### src/rtl/stump_uart_tx_pkg.sv
// rtl/stump_uart_tx_pkg.sv - shared definitions for the Stump UART transmitter
//
// Contents: transmit FSM state encodings, register word offsets relative to
// BASE_ADDR, STATUS bit positions and the FIFO count saturation helper.
// No ports (package).

package stump_uart_tx_pkg;

    typedef enum logic [1:0] {
        ST_IDLE  = 2'b00,
        ST_START = 2'b01,
        ST_DATA  = 2'b10,
        ST_STOP  = 2'b11
    } tx_state_e;

    localparam logic [15:0] OFS_TXDATA = 16'd0;
    localparam logic [15:0] OFS_STATUS = 16'd1;
    localparam logic [15:0] OFS_CTRL   = 16'd2;

    localparam int STATUS_FULL    = 0;
    localparam int STATUS_EMPTY   = 1;
    localparam int STATUS_BUSY    = 2;
    localparam int STATUS_OVF     = 3;
    localparam int STATUS_CNT_LSB = 4;
    localparam int STATUS_CNT_MSB = 6;

    localparam int CTRL_IRQ_EN = 0;

    // STATUS only has three bits for the count; deeper FIFOs report 7.
    function automatic logic [2:0] sat_count3(input logic [7:0] cnt);
        return (cnt > 8'd7) ? 3'd7 : cnt[2:0];
    endfunction

endpackage

### src/rtl/stump_uart_fifo.sv
// rtl/stump_uart_fifo.sv - synchronous FIFO holding bytes awaiting transmission
//
// Ports:
//   clk      in   system clock, rising edge
//   rst      in   synchronous active-high reset (empties the FIFO)
//   push_i   in   write data_i; ignored when full (full is sampled before pop)
//   data_i   in   WIDTH-bit write data
//   pop_i    in   discard head entry; ignored when empty
//   data_o   out  head entry (first-word fall-through)
//   full_o   out  FIFO holds DEPTH entries
//   empty_o  out  FIFO holds no entries
//   count_o  out  number of entries held

module stump_uart_fifo #(
    parameter int WIDTH = 8,
    parameter int DEPTH = 4,
    localparam int AW   = $clog2(DEPTH)
) (
    input  logic             clk,
    input  logic             rst,
    input  logic             push_i,
    input  logic [WIDTH-1:0] data_i,
    input  logic             pop_i,
    output logic [WIDTH-1:0] data_o,
    output logic             full_o,
    output logic             empty_o,
    output logic [AW:0]      count_o
);

    logic [WIDTH-1:0] mem_q [DEPTH];
    logic [AW-1:0]    wr_ptr_q, rd_ptr_q;
    logic [AW:0]      count_q;
    logic             do_push, do_pop;

    assign full_o  = (count_q == (AW+1)'(DEPTH));
    assign empty_o = (count_q == '0);
    assign count_o = count_q;
    assign data_o  = mem_q[rd_ptr_q];

    assign do_push = push_i & ~full_o;
    assign do_pop  = pop_i & ~empty_o;

    // Storage is not reset; validity is tracked by the pointers and count.
    always_ff @(posedge clk) begin
        if (do_push) begin
            mem_q[wr_ptr_q] <= data_i;
        end
    end

    always_ff @(posedge clk) begin
        if (rst) begin
            wr_ptr_q <= '0;
            rd_ptr_q <= '0;
            count_q  <= '0;
        end else begin
            if (do_push) begin
                wr_ptr_q <= wr_ptr_q + AW'(1);
            end
            if (do_pop) begin
                rd_ptr_q <= rd_ptr_q + AW'(1);
            end
            case ({do_push, do_pop})
                2'b10:   count_q <= count_q + (AW+1)'(1);
                2'b01:   count_q <= count_q - (AW+1)'(1);
                default: count_q <= count_q;
            endcase
        end
    end

endmodule

### src/rtl/stump_uart_tx.sv
// rtl/stump_uart_tx.sv - memory-mapped 8N1 serial transmitter on the Stump bus
//
// Registers (word addresses): TXDATA at BASE_ADDR, STATUS at BASE_ADDR+1,
// CTRL at BASE_ADDR+2. Optional interrupt support: STUMP_UART_TX_IRQ_EN.
//
// Ports:
//   clk      in   system clock, rising edge
//   rst      in   synchronous active-high reset
//   address  in   processor memory address
//   wdata    in   processor write data (data_out)
//   mem_wen  in   processor write enable
//   mem_ren  in   processor read enable
//   rdata    out  read data, 0 when not selected (ORed into data_in)
//   txd      out  serial line, idles high, registered
//   irq      out  level interrupt, only with STUMP_UART_TX_IRQ_EN

module stump_uart_tx
    import stump_uart_tx_pkg::*;
#(
    parameter logic [15:0] BASE_ADDR  = 16'hFF00,
    parameter int          CLK_DIV    = 16,
    parameter int          FIFO_DEPTH = 4
) (
    input  logic        clk,
    input  logic        rst,
    input  logic [15:0] address,
    input  logic [15:0] wdata,
    input  logic        mem_wen,
    input  logic        mem_ren,
    output logic [15:0] rdata,
`ifdef STUMP_UART_TX_IRQ_EN
    output logic        irq,
`endif
    output logic        txd
);

    localparam int CW = $clog2(FIFO_DEPTH) + 1;
    localparam int BW = $clog2(CLK_DIV);
    localparam logic [BW-1:0] BAUD_LAST = BW'(CLK_DIV - 1);

    logic hit_tx, hit_st, hit_ct;
    logic push_req, st_read;

    logic          fifo_pop, fifo_full, fifo_empty;
    logic [7:0]    fifo_data;
    logic [CW-1:0] fifo_count;

    tx_state_e     state_q, state_d;
    logic [BW-1:0] baud_q, baud_d;
    logic [2:0]    bit_q, bit_d;
    logic [7:0]    shift_q, shift_d;
    logic          txd_q, txd_d;
    logic          ovf_q, ovf_d;
    logic          baud_end, busy;
    logic [15:0]   status_word;
    logic          unused_bits;

    assign hit_tx = (address == BASE_ADDR + OFS_TXDATA);
    assign hit_st = (address == BASE_ADDR + OFS_STATUS);
    assign hit_ct = (address == BASE_ADDR + OFS_CTRL);

    assign push_req = mem_wen & hit_tx;
    assign st_read  = mem_ren & hit_st;

    assign unused_bits = ^{wdata[15:8], hit_ct};

    stump_uart_fifo #(
        .WIDTH (8),
        .DEPTH (FIFO_DEPTH)
    ) u_fifo (
        .clk     (clk),
        .rst     (rst),
        .push_i  (push_req),
        .data_i  (wdata[7:0]),
        .pop_i   (fifo_pop),
        .data_o  (fifo_data),
        .full_o  (fifo_full),
        .empty_o (fifo_empty),
        .count_o (fifo_count)
    );

    assign baud_end = (baud_q == BAUD_LAST);
    assign busy     = (state_q != ST_IDLE);

    always_comb begin
        state_d  = state_q;
        bit_d    = bit_q;
        shift_d  = shift_q;
        fifo_pop = 1'b0;
        baud_d   = baud_q;
        txd_d    = 1'b1;

        unique case (state_q)
            ST_IDLE: begin
                if (!fifo_empty) begin
                    fifo_pop = 1'b1;
                    shift_d  = fifo_data;
                    state_d  = ST_START;
                end
            end
            ST_START: begin
                if (baud_end) begin
                    state_d = ST_DATA;
                    bit_d   = 3'd0;
                end
            end
            ST_DATA: begin
                if (baud_end) begin
                    if (bit_q == 3'd7) begin
                        state_d = ST_STOP;
                    end else begin
                        shift_d = {1'b0, shift_q[7:1]};
                        bit_d   = bit_q + 3'd1;
                    end
                end
            end
            ST_STOP: begin
                // Chain straight into the next start bit so queued bytes
                // go out back to back without an idle bit time.
                if (baud_end) begin
                    if (!fifo_empty) begin
                        fifo_pop = 1'b1;
                        shift_d  = fifo_data;
                        state_d  = ST_START;
                    end else begin
                        state_d = ST_IDLE;
                    end
                end
            end
        endcase

        if (state_d != state_q || state_q == ST_IDLE || baud_end) begin
            baud_d = '0;
        end else begin
            baud_d = baud_q + BW'(1);
        end

        // txd is registered from the next state, so the line changes on
        // the same edge the FSM does.
        unique case (state_d)
            ST_IDLE:  txd_d = 1'b1;
            ST_START: txd_d = 1'b0;
            ST_DATA:  txd_d = shift_d[0];
            ST_STOP:  txd_d = 1'b1;
        endcase
    end

    // A new overflow in the same cycle as a STATUS read keeps the flag set.
    assign ovf_d = (push_req & fifo_full) | (ovf_q & ~st_read);

    always_ff @(posedge clk) begin
        if (rst) begin
            state_q <= ST_IDLE;
            baud_q  <= '0;
            bit_q   <= 3'd0;
            shift_q <= 8'd0;
            txd_q   <= 1'b1;
            ovf_q   <= 1'b0;
        end else begin
            state_q <= state_d;
            baud_q  <= baud_d;
            bit_q   <= bit_d;
            shift_q <= shift_d;
            txd_q   <= txd_d;
            ovf_q   <= ovf_d;
        end
    end

    assign txd = txd_q;

`ifdef STUMP_UART_TX_IRQ_EN
    logic irq_en_q, irq_en_d;
    logic irq_q, irq_d;

    assign irq_en_d = (mem_wen & hit_ct) ? wdata[CTRL_IRQ_EN] : irq_en_q;
    assign irq_d    = irq_en_q & fifo_empty & ~busy;

    always_ff @(posedge clk) begin
        if (rst) begin
            irq_en_q <= 1'b0;
            irq_q    <= 1'b0;
        end else begin
            irq_en_q <= irq_en_d;
            irq_q    <= irq_d;
        end
    end

    assign irq = irq_q;
`endif

    always_comb begin
        status_word = 16'h0000;
        status_word[STATUS_FULL]  = fifo_full;
        status_word[STATUS_EMPTY] = fifo_empty;
        status_word[STATUS_BUSY]  = busy;
        status_word[STATUS_OVF]   = ovf_q;
        status_word[STATUS_CNT_MSB:STATUS_CNT_LSB] = sat_count3(8'(fifo_count));

        rdata = 16'h0000;
        if (mem_ren && hit_st) begin
            rdata = status_word;
        end
`ifdef STUMP_UART_TX_IRQ_EN
        if (mem_ren && hit_ct) begin
            rdata[CTRL_IRQ_EN] = irq_en_q;
        end
`endif
    end

endmodule

### config.mk
export PLATFORM = sky130hd
export DESIGN_NAME = stump_uart_tx
export DESIGN_NICKNAME = d
export VERILOG_FILES = /design/src/rtl/stump_uart_tx_pkg.sv /design/src/rtl/stump_uart_fifo.sv /design/src/rtl/stump_uart_tx.sv
export SDC_FILE = /design/constraint.sdc
export NUM_CORES = 1
export LEC_CHECK = 0
export BUFFER_PORTS_ARGS = -buffer_cell sky130_fd_sc_hd__buf_2
export CAP_MARGIN = 15
export CORE_UTILIZATION = 55
export DETAILED_ROUTE_END_ITERATION = 12
export GPL_ROUTABILITY_DRIVEN = 0
export GPL_TIMING_DRIVEN = 0
export PLACE_DENSITY = 0.75
export SETUP_SLACK_MARGIN = 0.05
export SLEW_MARGIN = 15
export SYNTH_ARGS = -nofsm -noshare
export SYNTH_HDL_FRONTEND = slang
export SYNTH_SLANG_ARGS = --single-unit
### constraint.sdc
create_clock -name clk -period 3.4 [get_ports clk]
set_input_delay 0.34 -clock clk [delete_from_list [all_inputs] [get_ports clk]]
set_output_delay 0.34 -clock clk [all_outputs]
set_load 0.005 [all_outputs]
==> flow_metrics.tcl, run 1 <==
set metrics [dict create \
    cap_viol_max_count 0 \
    core_mm2 0.004848 \
    p_switching_uw 333.2 \
    clock.fmax_mhz 333.2 \
    yosysSeqAreaShare_pct 53.17 \
    fin_util_pct 68.83 \
    final_hold_viol_count 0 \
    fin_area_mm2 0.003337 \
    cts_tree "done" \
    grt_max_degree 14 \
    cts_made_buffers 9 \
    netSwitchingFraction_pct 23.98 \
    ioPinCount 53 \
    synth_cell_types 44 \
    synthTopCellsByArea "edfxtp_1 (34%), dfxtp_1 (20%), mux4_2 (6.3%), ha_1 (6.1%), nor2_1 (3.7%)" \
    synthToLayoutAreaGrowth_pct 16.62 \
    gr-total-overflow 0 \
    dieArea_mm2 0.005495 \
    fin_hold_ws_ns 0.2115 \
    finalMaxSlewViolations 0 \
    die_w_um 74.13 \
    startpoint_type "register" \
    cpPeakStageDelay_ns 0.49 \
    drive_gt1_share_pct 25.83 \
    htreeDepth 3 \
    row_count 25 \
    rsz0062_at_grt "false" \
    cp_max_fo 10 \
    yosys.area.top_type "edfxtp_1" \
    irDropWorstVdd_v 0.0003731 \
    cts_setup_buffers 0 \
    clk_pin_slew_ns 0.07 \
    status "finished, final reports clean" \
    pwr_density_cell_mw_per_mm2 416.3 \
    netlist_area_mm2 0.002861 \
    port-buffer-count 35 \
    yosys_warnings 0 \
    required_ns 3.67 \
    nets 348 \
    seqCellArea_mm2 0.001521 \
    critPathTopFamily "adder cells" \
    worstMarginPinSlew_ns 1.007 \
    period_share_pct 88.28 \
    path_class "register to register" \
    ant_nets 0 \
    hold_class "input pin to register" \
    finalSetupViolCount 0 \
    vias_per_cell 5.480 \
    multi_input_area_mm2 0.001217 \
    syn_inst 243 \
    ys_ff_latch 60 \
    ys.flop_type "edfxtp_1" \
    fill_cells 361 \
    end_kind "register" \
    final_common_cell "buf_2" \
    pwr-share-comb_pct 2.8 \
    critPathBufInv 2 \
    cts_root_buffer "clkbuf_8" \
    placed_area_mm2 0.003151 \
    wl_per_cell_um 14.54 \
    clkPwrFrac_pct 42.4 \
    grt_use_total_pct 23.44 \
    slowest_stage "nor3_2" \
    firstDrtPassIters 4 \
    dieHeight_um 74.13 \
    grt_pass1_vias 1991 \
    path_cells "ha_1 > clkbuf_2 > a41oi_1 > nor3_2 > ha_1 > inv_1 > fa_1 > xor2_1 > or3_1 > a21oi_1" \
    wl_um 5364 \
    power_mw 1.389 \
    route.detailed.drc 0 \
    fin_skew_ns 0.005316 \
    antenna_cells 0 \
    p_int_mw 1.056 \
    numClockSinks 60 \
    start_util_pct 59.02 \
    worstSkewPairLatency_ns 0.34 \
    cpMostUsedCell "ha_1" \
    final_cell_mix "buf_2 (37), edfxtp_1 (32), nor2_1 (28), dfxtp_1 (28), ha_1 (14)" \
    grt_pass1_wl_um 9149 \
    seqPwrFrac_pct 54.8 \
    async_flop_share_pct 0 \
    worstPathArrival_ns 3.27 \
    hpwl_um 3797 \
    synth_top_area_share_pct 33.58 \
    synth_edf_count 32 \
    max-clock-path-buffers 2 \
    tns_ns 0 \
    slew_headroom_pct 32.37 \
    antenna_found_initial 0 \
    via_count 2022 \
    initialDrtViolationCount 96 \
    avgSynthCellArea_um2 11.78 \
    fin_crit_ns 3.001 \
    leakage_nw 1.302 \
]
## worst reg2reg max path, cell delays in order, from the launching register on
cell      delay [ns]
dfxtp_1         0.42
ha_1            0.17
clkbuf_2        0.16
a41oi_1         0.41
nor3_2          0.49
ha_1            0.25
inv_1           0.06
fa_1            0.37
xor2_1          0.16
or3_1           0.30
a21oi_1         0.14
## repair_timing
item                                   in CTS  in global routing
resized for setup                           0                  1
hold buffers                                0                  0
endpoints found under the hold margin       0                  0
setup endpoints to repair                   0                  1
## sequential cells by signal (all words and copies together) (netlist names), named ones only
name,count
shift_q,8
txd,1
state_q,2
u_fifo.count_o,3
u_fifo.wr_ptr_q,2
u_fifo.rd_ptr_q,2
baud_q,4
u_fifo.mem_q,32
bit_q,3
ovf_q,1
## through the flow
step,instances,setup WS [ns]
global route,369,0.1823
finish,369,0.3986
global placement,353,0.3477
detailed placement,353,0.2920
CTS,369,0.2801
floorplan,251,0.7950
## synth_stat cells, types with 2 or more instances
cell type	count
nor3b_1	3
a2bb2oi_1	2
buf_4	10
nor4_1	2
inv_1	10
a21oi_1	6
nand2_1	11
xnor2_1	3
or4_1	2
clkbuf_1	4
o21ai_0	13
nor3_1	7
dfxtp_1	28
and3_1	3
nand4_1	4
buf_2	2
mux2i_1	2
o211ai_1	2
mux4_2	8
xor2_1	4
nor2_1	28
ha_1	14
a22oi_1	10
or3_1	2
nand3_1	2
and2_1	7
a22o_1	6
edfxtp_1	32
## power groups by stage
stage               Combinational, mW  Sequential (mW)  Clock (mW)
floorplan                      0.0170            0.778           0
global placement               0.0367            0.778           0
detailed placement             0.0383            0.778           0
CTS                            0.0384            0.761       0.603
global route                   0.0440            0.761       0.630
finish                         0.0386            0.761       0.590
## kinds of logic after synthesis
| group | share of synthesized area [%] |
|---|---|
| compound gates | 10.84 |
| xor+xnor | 2.711 |
| fa+ha+maj | 6.821 |
| buf+inv | 5.509 |
| flops | 53.17 |
| mux | 6.996 |
| other cells | 0.1311 |
| simple gates | 13.82 |
## final timing paths
check	start	to	slack, ns	cells after the start
max	state_q[0]	u_fifo.count_o[2]	0.40	10
max reg2reg	state_q[0]	u_fifo.count_o[2]	0.40	10
min	wdata[7]	u_fifo.mem_q[1][7]	0.21	1
min reg2reg	ovf_q	ovf_q	0.46	2
## routing by layer
| layer | track usage (%) | part of all wire (%) |
|---|---|---|
| met5 | 0 | 0 |
| met1 | 27.81 | 42 |
| met2 | 37.98 | 51 |
| met3 | 8.808 | 4.3 |
| met4 | 10.90 | 2.1 |
## layout make-up
cell class / instances / share of cell area, %
plain buffers: 19 / 3.600
clock buffers: 9 / 3.712
clock inverters: 7 / 1.725
inverters: 10 / 1.125
multi-input cells: 162 / 36.48
flip-flops and latches: 60 / 45.59
well taps: 67 / 2.512
repair buffers: 35 / 5.249
Note: power is estimated with default switching activity, not from simulation.
==> inputs of run 2 (changes only) <==
- BUFFER_PORTS_ARGS: -buffer_cell sky130_fd_sc_hd__buf_2 -> not set
- CORE_UTILIZATION: 55 -> 62
- DONT_BUFFER_PORTS: not set -> 1
- PLACE_DENSITY: 0.75 -> 0.74
==> run 2 against run 1 <==
Compared with the run above: core utilization up 2.6 points; fmax down 4.0%; critical path depth unchanged; via count is 6.6% lower; clock power fell by 5.9%; combinational power fell by 48%; clock skew rose by 0.0035 ns; register-to-register slack lost 0.13 ns; first-iteration DRC count is 16% lower; sequential cell count unchanged; cell count shrank 14%.
==> flow_metrics.tcl, run 2 (synthesis results as in run 1) <==
set metrics [dict create \
    row_count 24 \
    slew_headroom_pct 38.72 \
    hold_class "input pin to register" \
    r2r_cells 10 \
    worstMarginPinSlew_ns 0.9122 \
    antenna_cells 0 \
    holdPathEnd "u_fifo.mem_q[0][6]" \
    use_met1_pct 27.24 \
    worstPathArrival_ns 3.39 \
    final_hold_viol_count 0 \
    wl_um 4973 \
    gr-total-overflow 0 \
    via_count 1889 \
    cp_max_fo 10 \
    leakage_nw 1.147 \
    numClockSinks 60 \
    pwr_density_cell_mw_per_mm2 426.9 \
    largest_reg_flops 32 \
    timing.rr.start "state_q[0]" \
    wl_per_cell_um 15.59 \
    clk_pin_slew_ns 0.07 \
    finalMaxSlewViolations 0 \
    hpwl_um 3576 \
    final_cell_mix "edfxtp_1 (32), nor2_1 (28), dfxtp_1 (28)" \
    nets 313 \
    worstSkewPairLatency_ns 0.33 \
    grt_use_total_pct 22.61 \
    htreeDepth 3 \
    r2r_slack_ns 0.27 \
    final_common_cell "edfxtp_1" \
    startpoint_type "register" \
    dieHeight_um 69.94 \
    irDropWorstVdd_v 0.0003768 \
    r2r-end "u_fifo.count_o[2]" \
    grtUsageMet3_pct 7.937 \
    ant_nets 0 \
    route.detailed.drc 0 \
    dieArea_mm2 0.004891 \
    largest_register "u_fifo.mem_q" \
    start_util_pct 65.27 \
    required_ns 3.66 \
    fill_cells 316 \
    cts_setup_buffers 0 \
    synthToLayoutAreaGrowth_pct 9.445 \
    ctsResizeCount 0 \
    ctsHoldBuffers 0 \
    period_share_pct 91.98 \
    max-clock-path-buffers 2 \
    cts_tree "done" \
    grt_pass1_wl_um 8328 \
    antenna_found_initial 0 \
    grt_pass1_vias 1892 \
    rsz0062_at_grt "false" \
    fin_skew_ns 0.008820 \
    grt_max_degree 13 \
    fin_util_pct 71.43 \
    fin_crit_ns 3.127 \
    drive_gt1_share_pct 15.73 \
    tns_ns 0 \
    grt-busiest-layer "met2" \
    reg_top3 "u_fifo.mem_q x32, shift_q x8, baud_q x4" \
    cts_root_buffer "clkbuf_8" \
    die_w_um 69.94 \
    path_class "register to register" \
    finalSetupViolCount 0 \
    status "finished, final reports clean" \
    port-buffer-count 0 \
    cap_viol_max_count 0 \
    firstDrtPassIters 4 \
    cts_made_buffers 9 \
    worstHoldStart "wdata[6]" \
    end_kind "register" \
    core_mm2 0.004384 \
    initialDrtViolationCount 81 \
    ioPinCount 53 \
    use_met2_pct 36.00 \
    vias_per_cell 5.922 \
    clock.fmax_mhz 319.8 \
    min_path_cells 0 \
]
[run 2: routing by layer]
layer	vias to the layer above	routed length (µm)	share of wire, %
met5	-	0	0
met3	12	294	5.9
met1	901	2187	44
met4	0	100	2.0
li1	917	-	-
met2	59	2391	48
[run 2: critical path, cell delays in order (launching register included)]
cell and delay, ns:
dfxtp_1 0.43, ha_1 0.18, clkbuf_2 0.17, a41oi_1 0.41, nor3_1 0.57, ha_1 0.27, inv_1 0.06, fa_1 0.37
xor2_1 0.16, or3_1 0.30, a21oi_1 0.14
[run 2: power by group]
group / total [mW] / internal (mW) / switching, mW / leakage [nW]
Combinational: 0.0200 / 0.00946 / 0.0105 / 0.548
Sequential: 0.762 / 0.762 / 0.0000776 / 0.513
Clock: 0.555 / 0.266 / 0.290 / 0.0856
Total: 1.34 / 1.04 / 0.300 / 1.15
[run 2: area by class of cell]
type	count	area, µm²	area share (%)
plain buffers	19	120.1	3.835
multi-input cells	162	1212	38.71
clock inverters	7	51.30	1.638
flip-flops and latches	60	1521	48.58
inverters	10	37.54	1.199
clock buffers	9	123.9	3.955
well taps	52	65.06	2.078
[run 2: metrics by stage]
stage | hold slack (ns) | power (mW) | area [µm²] | worst slack [ns] | cells
3_5_place_dp | 0.4390 | 0.7974 | 2957 | 0.3263 | 303
5_1_grt | 0.08214 | 1.371 | 3132 | 0.05376 | 319
6_report | 0.09542 | 1.337 | 3132 | 0.2726 | 319
4_1_cts | 0.08389 | 1.345 | 3132 | 0.2972 | 319
2_1_floorplan | 0.4273 | 0.7948 | 2892 | 0.7950 | 251
3_3_place_gp | 0.4390 | 0.7972 | 2957 | 0.3877 | 303
[run 2: how the worst max path moves through the flow]
stage                   endpoint  slack, ns       start
2_1_floorplan  u_fifo.count_o[2]       0.79  state_q[0]
3_3_place_gp   u_fifo.count_o[2]       0.39  state_q[0]
3_5_place_dp   u_fifo.count_o[2]       0.33  state_q[0]
4_1_cts        u_fifo.count_o[2]       0.30  state_q[0]
5_1_grt        u_fifo.count_o[2]       0.05  state_q[0]
6_report       u_fifo.count_o[2]       0.27  state_q[0]
